[config.mk]
export PLATFORM = sky130hd
export DESIGN_NAME = spi_txn_arbiter
export DESIGN_NICKNAME = d
export VERILOG_FILES = /design/src/rtl/spi_pkg.sv /design/src/rtl/spi_rr_arbiter.sv /design/src/rtl/spi_txn_arbiter.sv
export SDC_FILE = /design/constraint.sdc
export NUM_CORES = 1
export LEC_CHECK = 0
export ABC_AREA = 1
export CAP_MARGIN = 20
export CORE_MARGIN = 10
export CORE_UTILIZATION = 42
export DETAILED_ROUTE_END_ITERATION = 10
export PLACE_DENSITY = 0.75
export SLEW_MARGIN = 20
export SYNTH_ARGS = -nofsm -noshare
export SYNTH_HDL_FRONTEND = slang
export SYNTH_SLANG_ARGS = --single-unit
[constraint.sdc]
create_clock -name clk -period 4.1 [get_ports clk]
set_clock_uncertainty 0.1 [all_clocks]
set_input_delay 0.82 -clock clk [delete_from_list [all_inputs] [get_ports clk]]
set_output_delay 0.82 -clock clk [all_outputs]
set_load 0.03 [all_outputs]
[src/rtl/spi_pkg.sv]
// Shared definitions for the SPI transaction arbiter.
// Holds the sequencer state encoding, field widths, the reserved (invalid)
// slave address, the default transfer/guard timing, and a helper that sizes
// the round-robin pointer.
package spi_pkg;

  typedef enum logic [2:0] {
    ST_IDLE    = 3'd0,
    ST_LOAD    = 3'd1,
    ST_START   = 3'd2,
    ST_XFER    = 3'd3,
    ST_CAPTURE = 3'd4,
    ST_GUARD   = 3'd5,
    ST_ERR     = 3'd6
  } state_t;

  localparam int          ADDR_W       = 2;
  localparam int          MODE_W       = 2;
  localparam int          BYTE_W       = 8;
  localparam logic [1:0]  ADDR_INVALID = 2'd3;

  // 8 bits x 2 clk per SCLK, and two idle cycles so chip-select can drop.
  localparam int DEF_XFER_CYCLES  = 16;
  localparam int DEF_GUARD_CYCLES = 2;

  // Pointer width; a single requester still needs a 1-bit pointer.
  function automatic int ptr_width(input int n);
    return (n > 1) ? $clog2(n) : 1;
  endfunction

endpackage

[src/rtl/spi_rr_arbiter.sv]
// Round-robin requester selection.
// Ports:
//   clk, reset_n : clock, asynchronous active-low reset
//   req_valid    : per-requester request
//   update       : grant is being taken this cycle; advance the pointer
//   grant        : one-hot grant (combinational from req_valid and pointer)
//   any          : at least one request is present
module spi_rr_arbiter
  import spi_pkg::*;
#(
  parameter int NUM_REQ = 3
) (
  input  logic               clk,
  input  logic               reset_n,
  input  logic [NUM_REQ-1:0] req_valid,
  input  logic               update,
  output logic [NUM_REQ-1:0] grant,
  output logic               any
);

  localparam int PTR_W = ptr_width(NUM_REQ);

  logic [PTR_W-1:0]   ptr_r;
  logic [PTR_W-1:0]   idx_s;
  logic [NUM_REQ-1:0] grant_s;
  logic               found_s;

  // First valid requester at or above the pointer, wrapping at NUM_REQ.
  always_comb begin
    grant_s = {NUM_REQ{1'b0}};
    idx_s   = {PTR_W{1'b0}};
    found_s = 1'b0;
    for (int i = 0; i < NUM_REQ; i++) begin
      if (!found_s && req_valid[(int'(ptr_r) + i) % NUM_REQ]) begin
        found_s = 1'b1;
        grant_s[(int'(ptr_r) + i) % NUM_REQ] = 1'b1;
        idx_s   = PTR_W'((int'(ptr_r) + i) % NUM_REQ);
      end else begin
        found_s = found_s;
      end
    end
  end

  // Pointer moves just past the requester that was granted.
  always_ff @(posedge clk or negedge reset_n) begin
    if (!reset_n) begin
      ptr_r <= {PTR_W{1'b0}};
    end else if (update && found_s) begin
      if (idx_s == PTR_W'(NUM_REQ - 1)) begin
        ptr_r <= {PTR_W{1'b0}};
      end else begin
        ptr_r <= idx_s + PTR_W'(1'b1);
      end
    end else begin
      ptr_r <= ptr_r;
    end
  end

  assign grant = grant_s;
  assign any   = found_s;

endmodule

[src/rtl/spi_txn_arbiter.sv]
// Shares one SPI master among NUM_REQ requesters, one byte per transaction.
// A requester is picked round-robin, its address/data/mode are latched, the
// master is loaded and started, the byte is timed, and the master RX byte is
// returned to the owner. Slave address 3 is answered with an error response
// without touching the master.
// Ports:
//   clk, reset_n               : clock, asynchronous active-low reset
//   req_valid/addr/data/mode   : per-requester request and fields (packed)
//   req_ready                  : one-hot acceptance pulse
//   rsp_valid/rsp_data/rsp_err : one-hot response pulse, RX byte, bad address
//   spi_load/start             : master strobes
//   spi_data/addr/cpol/cpha    : master transfer setup, held between grants
//   spi_rx_data                : master RX byte
//   busy                       : sequencer not idle
module spi_txn_arbiter
  import spi_pkg::*;
#(
  parameter int NUM_REQ      = 3,
  parameter int XFER_CYCLES  = DEF_XFER_CYCLES,
  parameter int GUARD_CYCLES = DEF_GUARD_CYCLES
) (
  input  logic                      clk,
  input  logic                      reset_n,
  input  logic [NUM_REQ-1:0]        req_valid,
  output logic [NUM_REQ-1:0]        req_ready,
  input  logic [ADDR_W*NUM_REQ-1:0] req_addr,
  input  logic [BYTE_W*NUM_REQ-1:0] req_data,
  input  logic [MODE_W*NUM_REQ-1:0] req_mode,
  output logic [NUM_REQ-1:0]        rsp_valid,
  output logic [BYTE_W-1:0]         rsp_data,
  output logic                      rsp_err,
  output logic                      spi_load,
  output logic                      spi_start,
  output logic [BYTE_W-1:0]         spi_data,
  output logic [ADDR_W-1:0]         spi_addr,
  output logic                      spi_cpol,
  output logic                      spi_cpha,
  input  logic [BYTE_W-1:0]         spi_rx_data,
  output logic                      busy
);

  localparam int CNT_W = $clog2(XFER_CYCLES + GUARD_CYCLES + 1) + 1;
  localparam logic [CNT_W-1:0] XFER_LAST  = CNT_W'(XFER_CYCLES - 1);
  localparam logic [CNT_W-1:0] GUARD_LAST =
    CNT_W'((GUARD_CYCLES > 0) ? (GUARD_CYCLES - 1) : 0);

  state_t             state_r;
  logic [CNT_W-1:0]   cnt_r;
  logic [NUM_REQ-1:0] owner_r;
  logic [ADDR_W-1:0]  addr_r;
  logic [BYTE_W-1:0]  data_r;
  logic [MODE_W-1:0]  mode_r;

  logic [NUM_REQ-1:0] req_ready_r;
  logic [NUM_REQ-1:0] rsp_valid_r;
  logic [BYTE_W-1:0]  rsp_data_r;
  logic               rsp_err_r;
  logic               spi_load_r;
  logic               spi_start_r;
  logic [BYTE_W-1:0]  spi_data_r;
  logic [ADDR_W-1:0]  spi_addr_r;
  logic [MODE_W-1:0]  spi_mode_r;
  logic               busy_r;

  logic [NUM_REQ-1:0] grant_s;
  logic               any_s;
  logic               update_s;
  logic [ADDR_W-1:0]  sel_addr_s;
  logic [BYTE_W-1:0]  sel_data_s;
  logic [MODE_W-1:0]  sel_mode_s;

  // Grants are only taken while idle, so the pointer only moves then.
  assign update_s = (state_r == ST_IDLE);

  spi_rr_arbiter #(
    .NUM_REQ (NUM_REQ)
  ) u_arb (
    .clk       (clk),
    .reset_n   (reset_n),
    .req_valid (req_valid),
    .update    (update_s),
    .grant     (grant_s),
    .any       (any_s)
  );

  // AND-OR mux of the granted requester's fields; the grant is one-hot.
  always_comb begin
    sel_addr_s = {ADDR_W{1'b0}};
    sel_data_s = {BYTE_W{1'b0}};
    sel_mode_s = {MODE_W{1'b0}};
    for (int i = 0; i < NUM_REQ; i++) begin
      sel_addr_s = sel_addr_s | ({ADDR_W{grant_s[i]}} & req_addr[ADDR_W*i +: ADDR_W]);
      sel_data_s = sel_data_s | ({BYTE_W{grant_s[i]}} & req_data[BYTE_W*i +: BYTE_W]);
      sel_mode_s = sel_mode_s | ({MODE_W{grant_s[i]}} & req_mode[MODE_W*i +: MODE_W]);
    end
  end

  // Transaction sequencer: grant, load, start, time the byte, respond, guard.
  // Every output is a register written here, so each strobe appears the
  // cycle after the state that requests it.
  always_ff @(posedge clk or negedge reset_n) begin
    if (!reset_n) begin
      state_r     <= ST_IDLE;
      cnt_r       <= {CNT_W{1'b0}};
      owner_r     <= {NUM_REQ{1'b0}};
      addr_r      <= {ADDR_W{1'b0}};
      data_r      <= {BYTE_W{1'b0}};
      mode_r      <= {MODE_W{1'b0}};
      req_ready_r <= {NUM_REQ{1'b0}};
      rsp_valid_r <= {NUM_REQ{1'b0}};
      rsp_data_r  <= {BYTE_W{1'b0}};
      rsp_err_r   <= 1'b0;
      spi_load_r  <= 1'b0;
      spi_start_r <= 1'b0;
      spi_data_r  <= {BYTE_W{1'b0}};
      spi_addr_r  <= {ADDR_W{1'b0}};
      spi_mode_r  <= {MODE_W{1'b0}};
      busy_r      <= 1'b0;
    end else begin
      req_ready_r <= {NUM_REQ{1'b0}};
      rsp_valid_r <= {NUM_REQ{1'b0}};
      spi_load_r  <= 1'b0;
      spi_start_r <= 1'b0;
      case (state_r)
        ST_IDLE: begin
          if (any_s) begin
            req_ready_r <= grant_s;
            owner_r     <= grant_s;
            addr_r      <= sel_addr_s;
            data_r      <= sel_data_s;
            mode_r      <= sel_mode_s;
            busy_r      <= 1'b1;
            if (sel_addr_s == ADDR_INVALID) begin
              state_r <= ST_ERR;
            end else begin
              state_r <= ST_LOAD;
            end
          end else begin
            busy_r  <= 1'b0;
            state_r <= ST_IDLE;
          end
        end
        ST_LOAD: begin
          // Master setup changes only here, so it stays put through the
          // transfer and the following idle time.
          spi_load_r <= 1'b1;
          spi_data_r <= data_r;
          spi_addr_r <= addr_r;
          spi_mode_r <= mode_r;
          state_r    <= ST_START;
        end
        ST_START: begin
          spi_start_r <= 1'b1;
          cnt_r       <= {CNT_W{1'b0}};
          state_r     <= ST_XFER;
        end
        ST_XFER: begin
          if (cnt_r == XFER_LAST) begin
            state_r <= ST_CAPTURE;
          end else begin
            cnt_r <= cnt_r + CNT_W'(1'b1);
          end
        end
        ST_CAPTURE: begin
          rsp_valid_r <= owner_r;
          rsp_data_r  <= spi_rx_data;
          rsp_err_r   <= 1'b0;
          cnt_r       <= {CNT_W{1'b0}};
          if (GUARD_CYCLES == 0) begin
            busy_r  <= 1'b0;
            state_r <= ST_IDLE;
          end else begin
            state_r <= ST_GUARD;
          end
        end
        ST_GUARD: begin
          if (cnt_r == GUARD_LAST) begin
            busy_r  <= 1'b0;
            state_r <= ST_IDLE;
          end else begin
            cnt_r <= cnt_r + CNT_W'(1'b1);
          end
        end
        ST_ERR: begin
          // Bad address: answer immediately, master untouched.
          rsp_valid_r <= owner_r;
          rsp_err_r   <= 1'b1;
          rsp_data_r  <= {BYTE_W{1'b0}};
          busy_r      <= 1'b0;
          state_r     <= ST_IDLE;
        end
        default: begin
          busy_r  <= 1'b0;
          state_r <= ST_IDLE;
        end
      endcase
    end
  end

  assign req_ready = req_ready_r;
  assign rsp_valid = rsp_valid_r;
  assign rsp_data  = rsp_data_r;
  assign rsp_err   = rsp_err_r;
  assign spi_load  = spi_load_r;
  assign spi_start = spi_start_r;
  assign spi_data  = spi_data_r;
  assign spi_addr  = spi_addr_r;
  assign spi_cpol  = spi_mode_r[1];
  assign spi_cpha  = spi_mode_r[0];
  assign busy      = busy_r;

endmodule

Word-level counts from Yosys, hierarchy flattened
Index checks and enable logic that the tools add are counted.

storage, ports and cells
  register bits after elaboration = 56
  output and inout bits = 30
  memories kept = 0
  bits in writable memories = 0
  bits in latches = 0
  word-level logic and storage cells = 123
  bits in read-only memories = 0

operators by class
  $mul = 0
  add/subtract/negate cells = 4
  order comparisons = 6
  bitwise gates (word level) = 18
  divide/modulo/power cells = 3
  shifts and indexed selects = 0
  multiplexer cells = 43
  reduce and logical (&&, ||, !) cells = 18
  equality and inequality tests = 14

operator list
  cell                     number
  $ge A32 B1 Y1 const B    3
  $lt A32 B4 Y1 const B    3
  $mod A32 B3 Y32 const B  2
  $mod A3 B3 Y32 const B   1
  $mux W3                  10
  $and A8 B8 Y8            3
  $pmux W3 S6              1
  $pmux W6 S3              1
  $mux W1                  16
  $or A8 B8 Y8             2
  $pmux W8 S2              1
  $and A2 B2 Y2            6
  $mux W6                  2
  $eq A3 B3 Y1 const B     3
  $mux W2                  4
  $ne A2 B2 Y1 const B     4
  $or A2 B2 Y2             4
  $add A6 B1 Y6 const B    1
  $bmux W1 S2              3
  $demux W1 S2             3
  $eq A3 B2 Y1 const B     2
  $eq A6 B1 Y1 const B     1
  $eq A6 B4 Y1 const B     1
  $logic_and A1 B1 Y1      6
  other kinds (17)         23

Logic depth before layout (Yosys ltp)
Gate-level depths: netlist (run 1).

  word-level depth = 18
  mapped depth = 17

By module
From an unflattened synthesis (run 1), not the netlist that was laid out.

unflattened totals
  cell total of the unflattened synthesis = 369
  area, all modules = 2834.0 um^2

modules (own cells, without submodules)
  module           seq. area each (um^2)  cells an instance  instances  area an instance (um^2)
  spi_txn_arbiter  1351.3                 300                1          2431.1
  spi_rr_arbiter   50.0                   69                 1          402.9

Least setup slack after synthesis (run 1)
Ideal clock, no wire load.

  path type = input port to flip-flop
  start = input req_valid[2]
  end = register state_r[2]
  path slack = 2.162 ns
  path buffers = 0
  stages on the path = 13
  arrival = 1.710 ns
  library setup time = 0.128 ns
  cells stage by stage = inv_1 o21ai_2 nand2_4 nand2_1 nand2_1 nand2_1 nand2_2 nand2_1 nand3_2 nand3_2 nand2_1 nand2_1 nand2_1

between the ends
  longest elaborated chain between the ends = 17

ends and longest elaborated chain
  item                                         RTL line                text
  start: declaration                           spi_txn_arbiter.sv:24   input logic [NUM_REQ-1:0] req_valid,
  $bmux W1 S2                                  spi_rr_arbiter.sv:34    if (!found_s && req_valid[(int'(ptr_r) + i) % NUM_REQ]) begin
  $mux W1 (implied by the code) (2 in series)  spi_rr_arbiter.sv:34
  $mux W1                                      spi_rr_arbiter.sv:34
  $logic_not A1 Y1                             spi_rr_arbiter.sv:34
  $logic_and A1 B1 Y1                          spi_rr_arbiter.sv:34
  $mux W1                                      spi_rr_arbiter.sv:34
  $logic_not A1 Y1                             spi_rr_arbiter.sv:34
  $logic_and A1 B1 Y1                          spi_rr_arbiter.sv:34
  $mux W3                                      spi_rr_arbiter.sv:34
  $and A2 B2 Y2                                spi_txn_arbiter.sv:92   sel_addr_s = sel_addr_s | ({ADDR_W{grant_s[i]}} & req_addr[ADDR_W*i +: ADDR_W]);
  $or A2 B2 Y2 (2 in series)                   spi_txn_arbiter.sv:92
  $eq A2 B2 Y1                                 spi_txn_arbiter.sv:133  if (sel_addr_s == ADDR_INVALID) begin
  $mux W3                                      spi_txn_arbiter.sv:133
  $mux W3 (*)                                  spi_txn_arbiter.sv:126  if (any_s) begin
  $pmux W3 S6 (*)                              spi_txn_arbiter.sv:124  case (state_r)
  end signal: assignment                       spi_txn_arbiter.sv:134  state_r <= ST_ERR;
  end signal: assignment                       spi_txn_arbiter.sv:136  state_r <= ST_LOAD;
  end signal: assignment                       spi_txn_arbiter.sv:140  state_r <= ST_IDLE;
  end: declaration                             spi_txn_arbiter.sv:47   state_t state_r;

Every way passes the cells marked *; elsewhere a longest branch is shown, timed or not. The select of a mux whose other input is x is not followed.
A chain may end at the register's enable or synchronous reset.

Worst setup path after layout (run 1)
  start = input req_valid[1]
  end = register state_r[2]

The elaborated chain is that of the path after synthesis.

==> impl_metrics.yaml, run 1 <==
sta:
  fin_crit_ns: 2.51
  drv_slew: 0
  rsz0062_at_grt: "false"
  max_freq_mhz: 398
  fin_crit_sh: 0.613
  max_slew_margin: 0.556
  fin_worst_hold_slack_ns: 0.391
  worst-slew-pin-transition_ns: 0.665
  finalHoldViolCount: 0
  setup_ws_ns: 1.59
  tns_ns: 0
  setup_violations: 0
min_path:
  hold_class: "reg2reg"
pwr:
  power_frac_comb: 0.573
  p_sw_frac: 0.466
  p_seq_frac: 0.307
  ir_worst_vdd_mv: 0.407
  pwr-share-clk: 0.120
  p_int_mw: 1.56
  power_switching_mw: 1.36
  p_leak_nw: 1.71
  cellPowerDensity_nw_per_um2: 809
cells_and_area:
  design_area_um2: 3620
  seqCellArea_um2: 1400
  diodes: 0
  multi_input_area_um2: 1050
  area_delta_synth_final_pct: 34.8
  fillers: 571
  nNetsFinal: 440
  drive_above_1_share: 0.0803
placement:
  dp_slack_ns: 1.24
  port_buffers: 78
  placed_cell_area_um2: 3510
  dp_hpwl_um: 5170
  routabilityCongestion: 0.819
drt:
  vias_per_cell: 5.00
  num_vias: 2314
  wl_per_cell_um: 14.2
  drtAntennaViolNets: 0
  wl_um: 6570
  drtIter0Drc: 76
  dr.pass1.iters: 4
  drcViolationCount: 0
clocking:
  clk_latency_ns: 0.30
  cts_root_buf: "clkbuf_8"
  cts_inserted_buffers: 5
  post_cts_buffers: 0
  clock_path_buffers: 2
  ctsHoldBuffers: 0
  clock-sinks: 56
  htree_levels: 2
  post_cts_resized: 0
  clk_pin_slew_ns: 0.09
  tritoncts: "done"
global_routing:
  grt.total_usage: 0.133
  grt_overflow: 0
  grt_pass1_wl_um: 11100
  antenna_found_initial: 0
  first_global_vias: 2374
  grt_max_degree: 31
synth:
  netlist_instances: 307
  syn_area_um2: 2680
  synth_top_cell_area_share: 0.522
  synth_edf_count: 0
  seq_area_frac_synth: 0.522
  synth_warnings: 0
  yosysMostFrequentCell: "nand2_1"
  synth_common_cells: "nand2_1, dfrtp_1, inv_1"
  syn-num-nets: 362
  synth_seq_cells: 56
  ys_async_sr_fraction: 1.00
  avgSynthCellArea_um2: 8.74
  synth_ff_type: "dfrtp_1"
  synth_cell_type_count: 29
  synth.area.top_cells: "dfrtp_1, nand2_1, inv_1"
  yosysTopAreaCell: "dfrtp_1"
setup_path:
  cp-endpoint: "state_r[2]"
  r2r_setup_slack_ns: 1.65
  start_kind: "input port"
  critical_path_class: "in2reg"
  endpoint_kind: "flip-flop"
  crit_arrival_ns: 2.60
  crit_required_ns: 4.19
  r2r_start: "u_arb.ptr_r[0]"
  cp_max_fo: 28
  ff2ff_path_depth: 14
  r2r_end: "state_r[2]"
  startpoint: "req_valid[1]"
floorplan:
  start_util: 0.427
  die_w_um: 99.9
  core_um2: 6280
  num_rows: 29
  num_io_pins: 79
  dieArea_um2: 9980
  die_h_um: 99.9
flow_run:
  maxCapViolCount: 0
status:
  status: "finished clean"
critical path, cell delays in order:
cell	delay, ns
clkdlybuf4s50_1	0.42
inv_1	0.09
nand2_1	0.06
nand3_1	0.10
nand2_2	0.09
inv_2	0.09
nand4_1	0.11
nand2_2	0.39
inv_2	0.17
nand3_2	0.12
nand2_1	0.05
nand2_1	0.05
nand2_1	0.04
worst min path at each step:
stage                 from            to  slack, ns  depth (start not counted)
5_1_grt           cnt_r[2]      cnt_r[2]       0.42                          1
3_5_place_dp    owner_r[1]  rsp_valid[1]       0.38                          2
4_1_cts           cnt_r[2]      cnt_r[2]       0.39                          1
3_3_place_gp   spi_data[1]   spi_data[1]       0.37                          2
2_1_floorplan     cnt_r[2]      cnt_r[2]       0.34                          1
6_report          cnt_r[2]      cnt_r[2]       0.39                          1
per-stage QoR:
stage,power (mW),utilization,cells
6_report,2.93,0.576,463
3_3_place_gp,2.57,0.559,455
2_1_floorplan,2.11,-,307
3_5_place_dp,2.60,0.559,455
4_1_cts,2.96,0.576,463
5_1_grt,3.19,0.576,463
flip-flops by register name (all words and copies together) (netlist names):
signal       flops
req_ready        3
spi_data         8
spi_mode_r       2
owner_r          3
state_r          3
data_r           8
cnt_r            6
rsp_data         8
u_arb.ptr_r      2
addr_r           2
spi_addr         2
mode_r           2
rsp_valid        3
spi_start        1
busy             1
rsp_err          1
spi_load         1
per-layer routing:
layer  track usage  routed length, um  up-vias
met3        0.0632                668        6
met1         0.160               2930     1068
met5             0                  0        -
li1              -                  -     1163
met4        0.0320                 53        0
met2         0.212               2910       77
power by group through the flow:
stage / Clock (mW) / Combinational, mW / Sequential, mW
5_1_grt: 0.389 / 1.88 / 0.925
3_3_place_gp: 0 / 1.67 / 0.902
2_1_floorplan: 0 / 0.973 / 1.13
6_report: 0.352 / 1.68 / 0.899
3_5_place_dp: 0 / 1.69 / 0.911
4_1_cts: 0.366 / 1.70 / 0.901
cells in the final DEF, fill, tap and decap left out, drive strengths merged, types with 2 or more instances in the layout:
cell type	count
nor2	12
nand4	5
nand3	20
a31oi	2
a21oi	16
nand2	81
a22o	8
clkinv	2
dfrtp	56
nor3	5
buf	2
clkbuf	6
clkdlybuf4s50	77
ha	6
o21ai	24
o21bai	3
a32oi	10
inv	47
layout make-up:
class,instances,share of cell area
sequential,56,0.388
timing repair buffer,79,0.217
clock buffer,6,0.0201
tap,77,0.0266
clock inverter,2,0.00969
inverter,48,0.0498
multi-input combinational,195,0.290
kinds of logic after synthesis:
logic type / count (synthesis) / synth area share
buffers and inverters: 56 / 0.0872
DFF: 56 / 0.522
and+or+nand+nor: 125 / 0.211
adders and majority gates: 6 / 0.0280
AOI/OAI and AO/OA: 64 / 0.152
No activity file was read; power rests on OpenSTA's default activity.
==> run 2: changes to the inputs <==
--- a/config.mk
+++ b/config.mk
@@ -10,7 +10,7 @@
 export CORE_MARGIN = 10
 export CORE_UTILIZATION = 42
 export DETAILED_ROUTE_END_ITERATION = 10
-export PLACE_DENSITY = 0.75
+export PLACE_DENSITY = 0.78
 export SLEW_MARGIN = 20
 export SYNTH_ARGS = -nofsm -noshare
 export SYNTH_HDL_FRONTEND = slang
==> constraint.sdc (replaced) <==
create_clock -name clk -period 2 [get_ports clk]
set_clock_uncertainty 0.1 [all_clocks]
set_input_delay 0.4 -clock clk [delete_from_list [all_inputs] [get_ports clk]]
set_output_delay 0.4 -clock clk [all_outputs]
set_load 0.03 [all_outputs]
==> impl_metrics.yaml, run 2 (same netlist as run 1, synthesis figures left out) <==
status:
  status: "finished, violations left"
  violations: "setup timing"
drt:
  drtAntennaViolNets: 0
  dr.pass1.iters: 4
  vias_per_cell: 5.26
  num_vias: 2545
  wl_per_cell_um: 15.5
  wl_um: 7510
  drcViolationCount: 0
  drtIter0Drc: 141
global_routing:
  grt_overflow: 0
  antenna_found_initial: 0
  grt.total_usage: 0.141
  grt_max_degree: 27
  first_global_vias: 2554
  grt_pass1_wl_um: 11700
cells_and_area:
  drive_above_1_share: 0.201
  diodes: 0
  design_area_um2: 4060
  fin_cells: 484
  fin_util: 0.647
  nNetsFinal: 462
  area_delta_synth_final_pct: 51.3
  final_cell_mix: "clkdlybuf4s50_1, nand2_1, dfrtp_1, inv_1, o21ai_0"
  layout_commonest_cell: "clkdlybuf4s50_1"
sta:
  max_freq_mhz: 478
  fin_crit_ns: 2.09
  setup_violations: 12
  finalHoldViolCount: 0
  max_slew_margin: 0.674
  rsz0062_at_grt: "true"
  setup_ws_ns: -0.0919
  fin_worst_hold_slack_ns: 0.386
  drv_slew: 0
  worst-slew-pin-transition_ns: 0.490
  tns_ns: -0.417
  fin_crit_sh: 1.05
floorplan:
  core_um2: 6280
  die_h_um: 99.9
  num_io_pins: 79
  start_util: 0.427
  dieArea_um2: 9980
  die_w_um: 99.9
  num_rows: 29
min_path:
  hold-path-endpoint: "cnt_r[2]"
  hold_class: "reg2reg"
  hold_path_depth: 1
  min_from: "cnt_r[2]"
setup_path:
  endpoint_kind: "flip-flop"
  crit_arrival_ns: 2.18
  r2r_start: "u_arb.ptr_r[1]"
  critPathSlowestCell: "dfrtp_2"
  critical_path_buf_inv_count: 2
  critical_path.cell_chain: "ha_4, inv_4, nand2_2, nand3_2, nand2_4, inv_4, nand4_1, nand2_4, nand2_2, nand3_4, nand2_1, nand2_1, nand3_1"
  critical_path_class: "reg2reg"
  critPathMaxStageDelay_ns: 0.47
  start_kind: "flip-flop"
  r2r_end: "state_r[0]"
  cpLargestDelayFamily: "simple AND/OR/NAND/NOR gates"
  cp_max_fo: 5
  ff2ff_path_depth: 13
  r2r_setup_slack_ns: -0.09
  crit_required_ns: 2.09
placement:
  dp_hpwl_um: 5360
  port_buffers: 78
  dp_slack_ns: -0.231
  routabilityCongestion: 0.853
  dp_cells: 470
  placed_cell_area_um2: 3660
pwr:
  p_leak_nw: 1.88
  p_total_mw: 7.34
  cellPowerDensity_nw_per_um2: 1810
  ir_worst_vdd_mv: 0.918
clocking:
  clk_latency_ns: 0.31
  cts_root_buf: "clkbuf_8"
  clk_pin_slew_ns: 0.10
  clock_path_buffers: 2
  clock-sinks: 56
  cts_inserted_buffers: 5
  htree_levels: 2
  tritoncts: "done"
flow_run:
  maxCapViolCount: 0
-- run 2: changes by cell type in the layout (fill, tap and decap cells not counted), moves of 4 or more --
cell,delta
buf_4,+14
inv_4,+5
a21oi_1,-4
nand2_4,+9
nand2_1,-11
inv_1,-5
nand3_1,-5
-- run 2: worst max-delay path by stage --
stage	cells past startpoint	slack [ns]	endpoint	start
global route	13	-0.23	state_r[0]	u_arb.ptr_r[0]
finish	13	-0.09	state_r[0]	u_arb.ptr_r[1]
detailed placement	14	-0.23	state_r[2]	req_valid[2]
global placement	9	-0.16	owner_r[2]	req_valid[2]
CTS	16	-0.004	state_r[2]	u_arb.ptr_r[0]
floorplan	14	0.1	state_r[2]	u_arb.ptr_r[0]
-- run 2: cell type report --
cell class / count / area, um2
multi-input cells: 196 / 1240
well taps: 77 / 96.3
clock buffers: 5 / 68.8
repair buffers: 100 / 996
flip-flops and latches: 56 / 1400
clock inverters: 2 / 60.1
inverters: 48 / 193
fillers: 485 / 2220
-- run 2: layer usage --
layer,GRT usage,vias to the layer above,part of all wire
li1,-,1208,-
met1,0.157,1196,0.40
met2,0.230,119,0.47
met3,0.0598,22,0.10
met4,0.0617,0,0.029
met5,0,-,0
-- run 2: report_power, final --
group | switching [mW] | internal [mW]
registers | 0.234 | 1.62
logic | 2.74 | 1.90
clock network | 0.357 | 0.493
-- run 2: what timing repair did --
action                                 CTS  global route
resized for setup                       13            43
cloned                                   1             0
pin swaps                                3            15
setup buffers                            1             4
setup endpoints to repair               19            27
hold buffers                             1             0
endpoints found under the hold margin   18             0
-- run 2: worst reg2reg max path: cells and delay by family, from the launching register on --
family        cells  cell delay (ns)
fa+ha+maj         1             0.28
buf+inv           2             0.15
flops             1             0.47
simple gates     10             0.97
==> run 3: changes to the inputs <==
--- a/config.mk
+++ b/config.mk
@@ -10,7 +10,7 @@
 export CORE_MARGIN = 10
 export CORE_UTILIZATION = 42
 export DETAILED_ROUTE_END_ITERATION = 10
-export PLACE_DENSITY = 0.78
+export PLACE_DENSITY = 0.75
 export SLEW_MARGIN = 20
 export SYNTH_ARGS = -nofsm -noshare
 export SYNTH_HDL_FRONTEND = slang
==> constraint.sdc (replaced) <==
create_clock -name clk -period 2.2 [get_ports clk]
set_clock_uncertainty 0.1 [all_clocks]
set_input_delay 0.22 -clock clk [delete_from_list [all_inputs] [get_ports clk]]
set_output_delay 0.22 -clock clk [all_outputs]
set_load 0.03 [all_outputs]
==> impl_metrics.yaml, run 3 (same netlist as run 1, synthesis figures left out) <==
placement:
  dp_slack_ns: 0.0196
  port_buffers: 78
  placed_cell_area_um2: 3550
  dp_hpwl_um: 5120
  routabilityCongestion: 0.965
  dp_cells: 459
sta:
  finalHoldViolCount: 0
  fin_crit_ns: 2.09
  setup_violations: 0
  worst-slew-pin-transition_ns: 0.694
  fin_crit_sh: 0.952
  max_slew_margin: 0.537
  max_freq_mhz: 478
  drv_slew: 0
  setup_ws_ns: 0.107
drt:
  drcViolationCount: 0
  drtAntennaViolNets: 0
  vias_per_cell: 5.04
  dr.pass1.iters: 4
  drtIter0Drc: 126
  wl_um: 6790
  num_vias: 2374
  wl_per_cell_um: 14.4
floorplan:
  num_rows: 29
  core_um2: 6280
  dieArea_um2: 9980
  die_w_um: 99.9
  die_h_um: 99.9
  num_io_pins: 79
  start_util: 0.427
clocking:
  clk_latency_ns: 0.32
  htree_levels: 2
  cts_inserted_buffers: 5
  tritoncts: "done"
  clock-sinks: 56
  cts_root_buf: "clkbuf_8"
  clk_pin_slew_ns: 0.11
  clock_path_buffers: 2
setup_path:
  endpoint_kind: "flip-flop"
  cp_max_fo: 10
  crit_required_ns: 2.34
  crit_arrival_ns: 2.23
  critical_path_class: "reg2reg"
  start_kind: "flip-flop"
global_routing:
  grt_pass1_wl_um: 11100
  grt_overflow: 0
  grt_max_degree: 57
  first_global_vias: 2429
  antenna_found_initial: 0
  grt.total_usage: 0.133
status:
  status: "finished clean"
cells_and_area:
  area_delta_synth_final_pct: 38.6
  design_area_um2: 3720
  nNetsFinal: 448
  fin_cells: 471
  drive_above_1_share: 0.114
  layout_commonest_cell: "clkdlybuf4s50_1"
  diodes: 0
  fin_util: 0.592
  final_cell_mix: "clkdlybuf4s50_1, nand2_1, dfrtp_1, inv_1, o21ai_0"
pwr:
  ir_worst_vdd_mv: 0.705
  p_leak_nw: 1.75
  cellPowerDensity_nw_per_um2: 1530
  p_total_mw: 5.70
min_path:
  hold_class: "in2reg"
flow_run:
  maxCapViolCount: 0
-- run 3: timing repair --
item | CTS | global route
hold buffers | 1 | 0
buffers inserted | 0 | 2
endpoints found under the setup margin | 1 | 12
pin swaps | 0 | 1
endpoints found under the hold margin | 56 | 0
gates cloned | 0 | 1
resized for setup | 1 | 7
-- run 3: stage by stage --
step                TNS (ns)  hold WS [ns]
finish                     0         0.365
global route          -0.118         0.372
CTS                        0         0.363
detailed placement         0         0.291
global placement           0         0.286
floorplan                  0        -0.176
-- run 3: worst paths after layout --
kind | start | slack [ns] | cells after the start | to
setup / recovery | u_arb.ptr_r[0] | 0.11 | 12 | data_r[1]
hold / removal | req_data[21] | 0.37 | 3 | data_r[5]
setup reg to reg | u_arb.ptr_r[0] | 0.11 | 12 | data_r[1]
hold reg to reg | cnt_r[2] | 0.38 | 1 | cnt_r[2]
max in group asynchronous | reset_n | 1.07 | 3 | u_arb.ptr_r[1]
min in group asynchronous | reset_n | 0.45 | 3 | mode_r[0]
-- run 3: layout make-up --
class	instances	area (um2)
clock buffer	6	82.6
clock inverter	2	17.5
fill	541	2560
inverter	48	180
multi-input combinational	196	1080
sequential	56	1400
tap	77	96.3
timing repair buffer	86	855
-- run 3: where the power goes --
part / internal [mW] / leakage (nW) / switching [mW] / total, mW
registers: 1.47 / 0.703 / 0.212 / 1.68
logic: 1.29 / 0.995 / 2.11 / 3.40
clock network: 0.265 / 0.0522 / 0.355 / 0.619
total: 3.03 / 1.75 / 2.67 / 5.70
-- run 3: layer usage --
layer / global-route usage / vias up / routed length, um / share of wire
li1: - / 1185 / - / -
met4: 0.0298 / 0 / 53 / 0.0078
met3: 0.0639 / 6 / 657 / 0.097
met1: 0.158 / 1104 / 3000 / 0.44
met5: 0 / - / 0 / 0
met2: 0.214 / 79 / 3080 / 0.45
-- run 3: critical path: stages (launching register included) --
cell     delay [ns]
dfrtp_1        0.42
inv_2          0.10
ha_4           0.22
inv_1          0.10
nand2_1        0.06
nand3_1        0.07
nand2_2        0.09
inv_2          0.10
nand4_1        0.18
nand2_2        0.14
buf_6          0.15
nand2_1        0.07
a32oi_1        0.22
